[config.mk]
export PLATFORM = sky130hd
export DESIGN_NAME = sync_fifo_th_flat
export DESIGN_NICKNAME = d
export VERILOG_FILES = /design/src/rtl/sync_fifo_th_if.sv /design/src/rtl/sync_fifo_th.sv /design/src/flat_wrapper.sv
export SDC_FILE = /design/constraint.sdc
export NUM_CORES = 1
export LEC_CHECK = 0
export ABC_CLOCK_PERIOD_IN_PS = 2600
export BUFFER_PORTS_ARGS = -buffer_cell sky130_fd_sc_hd__buf_2
export CORE_MARGIN = 2
export CORE_UTILIZATION = 49
export CTS_CLUSTER_SIZE = 14
export DETAILED_ROUTE_END_ITERATION = 7
export PLACE_DENSITY = 0.75
export SLEW_MARGIN = 40
export SYNTH_ARGS = -nofsm -noshare
export SYNTH_HDL_FRONTEND = slang
export SYNTH_SLANG_ARGS = --single-unit
[constraint.sdc]
create_clock -name clk -period 2.6 [get_ports clk]
set_input_delay 0.52 -clock clk [delete_from_list [all_inputs] [get_ports clk]]
set_output_delay 0.52 -clock clk [all_outputs]
set_load 0.02 [all_outputs]
[src/rtl/sync_fifo_th_if.sv]
// Bus bundle for sync_fifo_th: push/pop handshake, thresholds and status.
// The producer/consumer side takes the master modport and the FIFO takes the slave modport.
interface sync_fifo_th_if #(
    parameter int W  = 8,
    parameter int DP = 4
) ();
    localparam int CW = $clog2(DP + 1);

    logic          flush;
    logic          wr_en;
    logic [W-1:0]  wr_data;
    logic          rd_en;
    logic [W-1:0]  rd_data;
    logic          rd_valid;
    logic [CW-1:0] afull_th;
    logic [CW-1:0] aempty_th;
    logic          full;
    logic          empty;
    logic          afull;
    logic          aempty;
    logic [CW-1:0] count;
    logic          overflow;
    logic          underflow;

    modport master (
        output flush, wr_en, wr_data, rd_en, afull_th, aempty_th,
        input  rd_data, rd_valid, full, empty, afull, aempty, count, overflow, underflow
    );

    modport slave (
        input  flush, wr_en, wr_data, rd_en, afull_th, aempty_th,
        output rd_data, rd_valid, full, empty, afull, aempty, count, overflow, underflow
    );
endinterface

[src/rtl/sync_fifo_th.sv]
// Single-clock FIFO of any depth 2..1024 with occupancy count, runtime thresholds,
// sticky overflow/underflow, synchronous flush and FWFT or registered read.
module sync_fifo_th #(
    parameter int W       = 8,
    parameter int DP      = 4,
    parameter int RD_FAST = 1
) (
    input  logic         clk,
    input  logic         reset,
    sync_fifo_th_if.slave bus
);
    localparam int CW = $clog2(DP + 1);
    localparam int PW = (DP > 1) ? $clog2(DP) : 1;
    localparam logic [PW-1:0] PTR_LAST = PW'(DP - 1);
    localparam logic [CW-1:0] CNT_MAX  = CW'(DP);

    if (DP < 2 || DP > 1024) begin : g_bad_depth
        $error("sync_fifo_th: DP=%0d outside 2..1024", DP);
    end

    logic [W-1:0]  mem_q [DP];
    logic [PW-1:0] wr_ptr_q, wr_ptr_d;
    logic [PW-1:0] rd_ptr_q, rd_ptr_d;
    logic [CW-1:0] count_q, count_d;
    logic          full_q, full_d;
    logic          empty_q, empty_d;
    logic          afull_q, afull_d;
    logic          aempty_q, aempty_d;
    logic          ovf_q, ovf_d;
    logic          unf_q, unf_d;
    logic          push_acc, pop_acc;

    // Explicit wrap so non-power-of-two depths never alias.
    function automatic logic [PW-1:0] ptr_inc(input logic [PW-1:0] p);
        return (p == PTR_LAST) ? '0 : p + PW'(1);
    endfunction

    always_comb begin
        push_acc = bus.wr_en && !full_q  && !bus.flush;
        pop_acc  = bus.rd_en && !empty_q && !bus.flush;
        wr_ptr_d = wr_ptr_q;
        rd_ptr_d = rd_ptr_q;
        count_d  = count_q;
        ovf_d    = ovf_q;
        unf_d    = unf_q;
        if (bus.flush) begin
            wr_ptr_d = '0;
            rd_ptr_d = '0;
            count_d  = '0;
            ovf_d    = 1'b0;
            unf_d    = 1'b0;
        end else begin
            if (push_acc) wr_ptr_d = ptr_inc(wr_ptr_q);
            if (pop_acc)  rd_ptr_d = ptr_inc(rd_ptr_q);
            count_d = count_q + CW'(push_acc) - CW'(pop_acc);
            if (bus.wr_en && full_q)  ovf_d = 1'b1;
            if (bus.rd_en && empty_q) unf_d = 1'b1;
        end
        // Status is registered from next-count so it moves with the pointers.
        full_d   = (count_d == CNT_MAX);
        empty_d  = (count_d == '0);
        afull_d  = (count_d >= bus.afull_th);
        aempty_d = (count_d <= bus.aempty_th);
    end

    always_ff @(posedge clk or posedge reset) begin
        if (reset) begin
            wr_ptr_q <= '0;
            rd_ptr_q <= '0;
            count_q  <= '0;
            full_q   <= 1'b0;
            empty_q  <= 1'b1;
            afull_q  <= 1'b0;
            aempty_q <= 1'b1;
            ovf_q    <= 1'b0;
            unf_q    <= 1'b0;
        end else begin
            wr_ptr_q <= wr_ptr_d;
            rd_ptr_q <= rd_ptr_d;
            count_q  <= count_d;
            full_q   <= full_d;
            empty_q  <= empty_d;
            afull_q  <= afull_d;
            aempty_q <= aempty_d;
            ovf_q    <= ovf_d;
            unf_q    <= unf_d;
        end
    end

    // Storage is not reset; a write landing during reset is unreachable once count is 0.
    always_ff @(posedge clk) begin
        if (push_acc) mem_q[wr_ptr_q] <= bus.wr_data;
    end

    if (RD_FAST != 0) begin : g_fwft
        assign bus.rd_data  = mem_q[rd_ptr_q];
        assign bus.rd_valid = 1'b0;
    end else begin : g_rdreg
        logic [W-1:0] rd_data_q;
        logic         rd_valid_q;

        always_ff @(posedge clk or posedge reset) begin
            if (reset) begin
                rd_data_q  <= '0;
                rd_valid_q <= 1'b0;
            end else begin
                rd_valid_q <= pop_acc;
                if (pop_acc) rd_data_q <= mem_q[rd_ptr_q];
            end
        end

        assign bus.rd_data  = rd_data_q;
        assign bus.rd_valid = rd_valid_q;
    end

    assign bus.full      = full_q;
    assign bus.empty     = empty_q;
    assign bus.afull     = afull_q;
    assign bus.aempty    = aempty_q;
    assign bus.count     = count_q;
    assign bus.overflow  = ovf_q;
    assign bus.underflow = unf_q;
endmodule

[src/flat_wrapper.sv]
// flat-port wrapper written by rule: the top's interface ports become plain ports
module sync_fifo_th_flat 
#(
    parameter int W       = 8,
    parameter int DP      = 4,
    parameter int RD_FAST = 1
)
  (clk, reset, bus_flush, bus_wr_en, bus_wr_data, bus_rd_en, bus_afull_th, bus_aempty_th, bus_rd_data, bus_rd_valid, bus_full, bus_empty, bus_afull, bus_aempty, bus_count, bus_overflow, bus_underflow);
  sync_fifo_th_if #(.W(W), .DP(DP)) bus_i ();
  input  logic clk;
  input  logic reset;
  input wire logic [$bits(bus_i.flush)-1:0] bus_flush;
  input wire logic [$bits(bus_i.wr_en)-1:0] bus_wr_en;
  input wire logic [$bits(bus_i.wr_data)-1:0] bus_wr_data;
  input wire logic [$bits(bus_i.rd_en)-1:0] bus_rd_en;
  input wire logic [$bits(bus_i.afull_th)-1:0] bus_afull_th;
  input wire logic [$bits(bus_i.aempty_th)-1:0] bus_aempty_th;
  output wire logic [$bits(bus_i.rd_data)-1:0] bus_rd_data;
  output wire logic [$bits(bus_i.rd_valid)-1:0] bus_rd_valid;
  output wire logic [$bits(bus_i.full)-1:0] bus_full;
  output wire logic [$bits(bus_i.empty)-1:0] bus_empty;
  output wire logic [$bits(bus_i.afull)-1:0] bus_afull;
  output wire logic [$bits(bus_i.aempty)-1:0] bus_aempty;
  output wire logic [$bits(bus_i.count)-1:0] bus_count;
  output wire logic [$bits(bus_i.overflow)-1:0] bus_overflow;
  output wire logic [$bits(bus_i.underflow)-1:0] bus_underflow;
  assign bus_i.flush = bus_flush;
  assign bus_i.wr_en = bus_wr_en;
  assign bus_i.wr_data = bus_wr_data;
  assign bus_i.rd_en = bus_rd_en;
  assign bus_i.afull_th = bus_afull_th;
  assign bus_i.aempty_th = bus_aempty_th;
  assign bus_rd_data = bus_i.rd_data;
  assign bus_rd_valid = bus_i.rd_valid;
  assign bus_full = bus_i.full;
  assign bus_empty = bus_i.empty;
  assign bus_afull = bus_i.afull;
  assign bus_aempty = bus_i.aempty;
  assign bus_count = bus_i.count;
  assign bus_overflow = bus_i.overflow;
  assign bus_underflow = bus_i.underflow;
  sync_fifo_th #(.W(W), .DP(DP), .RD_FAST(RD_FAST)) u_core (.clk(clk), .reset(reset), .bus(bus_i));
endmodule
* Word level (Yosys, flattened, before mapping) *
Memory sizes are Yosys's and may differ from the RTL's.
Cells that the tools add are included.

word-level totals
  input port bits = 19
  logic and storage cells = 46
  output and inout bits = 18
  bits in registers = 13
  memory bits (writable) = 32
  bits in latches = 0
  memories kept = 1
  ROM bits = 0

memories
  memory        words  bits a word  read ports  clocked after Yosys merged registers in  wr ports  line                RTL
  u_core.mem_q  4      8            1           0                                        1         sync_fifo_th.sv:21  logic [W-1:0] mem_q [DP];

operators by class
  eq/ne operators = 3
  shift operators = 0
  order comparisons = 2
  divide/modulo/power cells = 0
  muxes and demuxes = 13
  add/subtract/negate cells = 4
  multiply operators = 0
  bitwise operators = 0
  reduce and logical (&&, ||, !) cells = 14

operators by type and width
  cell                                         number
  2-to-1 mux 2 bit                             6
  nonzero test 2 bit                           4
  logical AND 1 bit                            6
  2-to-1 mux 1 bit                             6
  adder 2 x 1 -> 2 bit, second input constant  2
  == test 2 bit, second input constant         2
  adder 3 x 1 -> 3 bit                         1
  == test 3 bit, second input constant         1
  greater-or-equal comparator 3 bit            1
  less-or-equal comparator 3 bit               1
  zero test 1 bit                              3
  zero test 3 bit                              1
  2-to-1 mux 3 bit                             1
  subtractor 3 x 1 -> 3 bit                    1

* Longest topological paths before layout *
  depth after elaboration = 7
  mapped depth = 12
  gate-level depth less buffers = 12

* Worst setup path before layout *
No wires, ideal clock.

  kind = input port to flip-flop
  from = input port bus_flush
  to = register u_core.aempty_q, in the netlist u_core.bus.aempty
  buffers on the path = 1
  setup slack = -0.179 ns
  library setup time = 0.079 ns
  data required time = 2.521 ns
  stages = 11
  arrival time = 2.701 ns
  cells stage by stage = clkbuf_1 -> nor2b_1 -> ha_1 -> inv_1 -> ha_1 -> fa_1 -> nor2b_1 -> ha_1 -> nor2b_1 -> o21a_1 -> o21ai_0

between the ends
  cells in the longest elaborated chain, start to end = 6
  elaborated cells on any way between the ends = 7
  those cells by class = add/sub: 2; order compare: 1; mux: 1; reduce/logical: 3

ends and longest elaborated chain
  what                              line                                    RTL
  start, declared                   flat_wrapper.sv:12                      input wire logic [$bits(bus_i.flush)-1:0] bus_flush;
  zero test 1 bit                   sync_fifo_th.sv:39, sync_fifo_th.sv:40
  logical AND 1 bit                 sync_fifo_th.sv:39                      push_acc = bus.wr_en && !full_q && !bus.flush;
  adder 3 x 1 -> 3 bit              sync_fifo_th.sv:55                      count_d = count_q + CW'(push_acc) - CW'(pop_acc);
  subtractor 3 x 1 -> 3 bit         sync_fifo_th.sv:55
  2-to-1 mux 3 bit *                sync_fifo_th.sv:46                      if (bus.flush) begin
  net u_core.count_d[1]             sync_fifo_th.sv:24                      logic [CW-1:0] count_q, count_d;
  less-or-equal comparator 3 bit *  sync_fifo_th.sv:63                      aempty_d = (count_d <= bus.aempty_th);
  net u_core.aempty_d               sync_fifo_th.sv:28                      logic aempty_q, aempty_d;
  end signal, assigned              sync_fifo_th.sv:84                      aempty_q <= aempty_d;
  end, declared                     sync_fifo_th.sv:28

Mark *: on every way through the listed nets, which the timed path passes. The rest lies on a longest branch.
A chain may end at the register's enable or synchronous reset.

* Final worst setup path *
  from = register u_core.empty_q, in the netlist u_core.bus.empty
  to = register u_core.aempty_q, in the netlist u_core.bus.aempty

between the ends
  cells in the longest elaborated chain, start to end = 6

ends and longest elaborated chain
  what                             line                RTL
  start, declared                  sync_fifo_th.sv:26  logic empty_q, empty_d;
  start signal, assigned           sync_fifo_th.sv:82  empty_q <= empty_d;
  zero test 1 bit                  sync_fifo_th.sv:40  pop_acc = bus.rd_en && !empty_q && !bus.flush;
  logical AND 1 bit (2 in series)  sync_fifo_th.sv:40
  subtractor 3 x 1 -> 3 bit        sync_fifo_th.sv:55
  2-to-1 mux 3 bit                 sync_fifo_th.sv:46
  net u_core.count_d[1]            sync_fifo_th.sv:24
  less-or-equal comparator 3 bit   sync_fifo_th.sv:63
  net u_core.aempty_d              sync_fifo_th.sv:28

The timed path passes the listed nets, and every way through them passes these cells.

==> impl_metrics.csv <==
group,metric,value,unit
run_status,status,"finished with violations",
run_status,violations,"negative setup slack",
routing,drc,0,
timing,worst_slew_pin_slew,0.519,ns
floorplan,core_region_area,3740,um^2
floorplan,initial_core_util,52.3,%
layout,areaGrowthSynthToFinish,22.4,%
floorplan,die_area,4520,um^2
placed_design,portBuffers,35,
worst_setup_path,path_class,"flop to flop",
routing,viasPerCell,5.02,
timing,hold_violations,0,
placed_design,hpwl,2.47,mm
cts,cts.sinks,45,
floorplan,die_h,67.2,um
layout,layout.nets,202,
job,maxCapViolCount,0,
floorplan,num_rows,22,
timing,clock_skew,0.00785,ns
routing,wl_per_cell,15.0,um
placed_design,dp_cells,208,
routing,ant_nets,0,
worst_setup_path,start_kind,"flop",
routing,totalWireLength,3.26,mm
floorplan,die_w,67.2,um
timing,slew_headroom,65.3,%
timing,tns,-0.0276,ns
grt,grt-ovfl-total,0,
cts,ctsHtreeMaxLevel,2,
worst_setup_path,critPathRequiredTime,2.81,ns
synthesis,yosysMostFrequentCell,"edfxtp_1",
cts,clk_pin_slew,0.08,ns
worst_hold_path,hold_class,"input pin to async pin",
synthesis,yosysTopAreaCellShare,49.1,%
worst_setup_path,cp-end-kind,"flop",
timing,timing.hold.ws,0.254,ns
timing,grt_setup_unrepaired,"yes",
routing,vias,1095,
synthesis,syn_area_per_cell,16.2,um^2
power,p_per_area,884,nW/um^2
timing,report.final.slew_viol_count,0,
synthesis,synth_edf_count,32,
layout,final_cells,218,
floorplan,boundaryPins,37,
synthesis,synth_area_leaders,"edfxtp_1, dfrtp_1, mux4_2",
synthesis,yosys.area.top_type,"edfxtp_1",
cts,clk_path_buf_depth,2,
grt,gr-usage-all-layers,16.8,%
synthesis,synth.cell_area,1960,um^2
layout,finish.utilization,64.0,%
layout,num-fill-cells,304,
layout,layout-drive-gt1-share,41.8,%
synthesis,seq_area_frac_synth,65.8,%
timing,period_minus_slack,2.63,ns
timing,finalWorstSetupSlack,-0.0276,ns
cts,tritoncts,"done",
placed_design,pre_cts_slack,-0.226,ns
layout,n_antenna_cell,0,
grt,grt_pass1_wl,5.35,mm
placed_design,gp_congestion,0.681,
timing,max_freq,381,MHz
cts,cts_made_buffers,5,
power,ir_drop,0.487,mV
synthesis,ys_warn_count,0,
routing,drt-initial-drc-count,43,
synthesis,syn_nets,154,
synthesis,async_reset_ff_share,28.9,%
synthesis,synth-seq-cells,45,
cts,postCtsHoldBufs,0,
power,p_leak,1.03,nW
synthesis,synth_common_cells,"edfxtp_1, ha_1, inv_1",
worst_setup_path,cp_max_fo,3,
timing,period_share,101,%
synthesis,ys_types,26,
synthesis,synthCells,121,
grt,grt_max_degree,15,
synthesis,synthFlopType,"edfxtp_1",
timing,setup_viol,1,
cts,clock_latency,0.29,ns
worst_setup_path,cp.arrival,2.84,ns
grt,antenna_found_initial,0,
routing,detail_route.first_pass.iterations,4,
grt,grt_pass1_vias,1209,
cts,root_buffer,"clkbuf_8",
worst paths after layout:
kind	from	end	slack, ns	depth (start not counted)
worst max-delay path	u_core.bus.empty$_DFF_PP1_	u_core.bus.aempty$_DFF_PP1_	-0.03	11
worst min-delay path	reset	u_core.bus.underflow$_DFFE_PP0P_	0.25	2
worst max register to register	u_core.bus.empty$_DFF_PP1_	u_core.bus.aempty$_DFF_PP1_	-0.03	11
worst min register to register	u_core.bus.underflow$_DFFE_PP0P_	u_core.bus.underflow$_DFFE_PP0P_	0.50	2
max in group asynchronous	reset	u_core.bus.aempty$_DFF_PP1_	1.98	2
min in group clk	bus_flush	u_core.bus.underflow$_DFFE_PP0P_	0.44	2
metrics by stage:
| stage | cell area, um^2 | power [mW] |
|---|---|---|
| 6_report | 2400 | 2.12 |
| 5_1_grt | 2400 | 2.23 |
| 4_1_cts | 2380 | 2.10 |
| 3_5_place_dp | 2240 | 1.57 |
| 3_3_place_gp | 2240 | 1.54 |
| 2_1_floorplan | 1970 | 1.35 |
placed cells by master (no fill, tap or decap):
cell type,netlist,final
a21o_1,3,3
a21oi_1,2,2
and2_1,4,4
and2b_1,1,1
buf_2,0,35
buf_4,1,10
bufinv_16,0,1
clkbuf_8,0,5
clkinv_1,0,1
clkinvlp_4,0,1
conb_1,1,1
dfrtp_1,11,11
dfstp_2,2,2
edfxtp_1,32,32
fa_2,0,1
ha_1,13,11
ha_2,0,1
ha_4,0,1
inv_1,12,12
mux2i_1,4,4
mux4_2,8,8
nand2b_1,2,2
nand3_1,1,1
nor2_1,10,9
nor2_2,0,1
nor2b_1,4,2
nor2b_2,1,2
nor2b_4,0,1
nor4_1,1,1
o21a_1,1,1
o21ai_1,0,1
xnor2_2,0,2
repair_timing:
item | 4_1_cts | 5_1_grt
buffers inserted | 1 | 1
cloned | 0 | 0
gates resized for setup | 2 | 2
pin swaps | 4 | 4
setup endpoints to repair | 2 | 2
final cells by class:
| type | instances | area [um^2] | share of cell area (%) |
|---|---|---|---|
| clock inverters | 3 | 41.3 | 1.72 |
| well taps | 48 | 60.1 | 2.51 |
| flip-flops and latches | 45 | 1290 | 53.8 |
| multi-input cells | 60 | 642 | 26.8 |
| inverters | 12 | 45.0 | 1.88 |
| repair buffers | 45 | 250 | 10.4 |
| clock buffers | 5 | 68.8 | 2.87 |
where the power goes:
| group | leakage (nW) | switching (mW) | internal, mW |
|---|---|---|---|
| clock network | 0.0518 | 0.224 | 0.283 |
| logic | 0.515 | 0.349 | 0.332 |
| registers | 0.459 | 0.0595 | 0.870 |
| total | 1.03 | 0.632 | 1.49 |
cells by family (layout without fill, tap and decap cells):
family	after synthesis	in the layout	share of synthesized area, %
other cells	1	1	0.192
mux	12	12	11.2
fa+ha+maj	14	14	9.33
buf+inv	16	65	3.71
flops	45	45	65.8
xor+xnor	2	2	0.895
simple gates	24	24	6.52
compound gates	7	7	2.30
routing by layer:
metal / global-route usage (%) / share of wire [%]
met1: 18.0 / 38
met2: 31.2 / 57
met3: 4.17 / 3.7
met4: 6.89 / 0.89
met5: 0 / 0
state kept, by name (all words and copies together) (netlist names):
name / count
u_core.bus.aempty: 1
u_core.bus.afull: 1
u_core.bus.count: 3
u_core.bus.empty: 1
u_core.bus.full: 1
u_core.bus.overflow: 1
u_core.bus.underflow: 1
u_core.mem_q: 32
u_core.rd_ptr_q: 2
u_core.wr_ptr_q: 2
critical path: stages, from the launching register on:
cell,delay (ns)
dfstp_2,0.55
nor2b_2,0.04
nor2b_1,0.13
ha_1,0.26
inv_1,0.04
ha_2,0.17
fa_2,0.53
nor2b_4,0.19
ha_4,0.21
nor2b_1,0.12
o21a_1,0.16
o21ai_1,0.13
No activity file was read; power rests on OpenSTA's default activity.
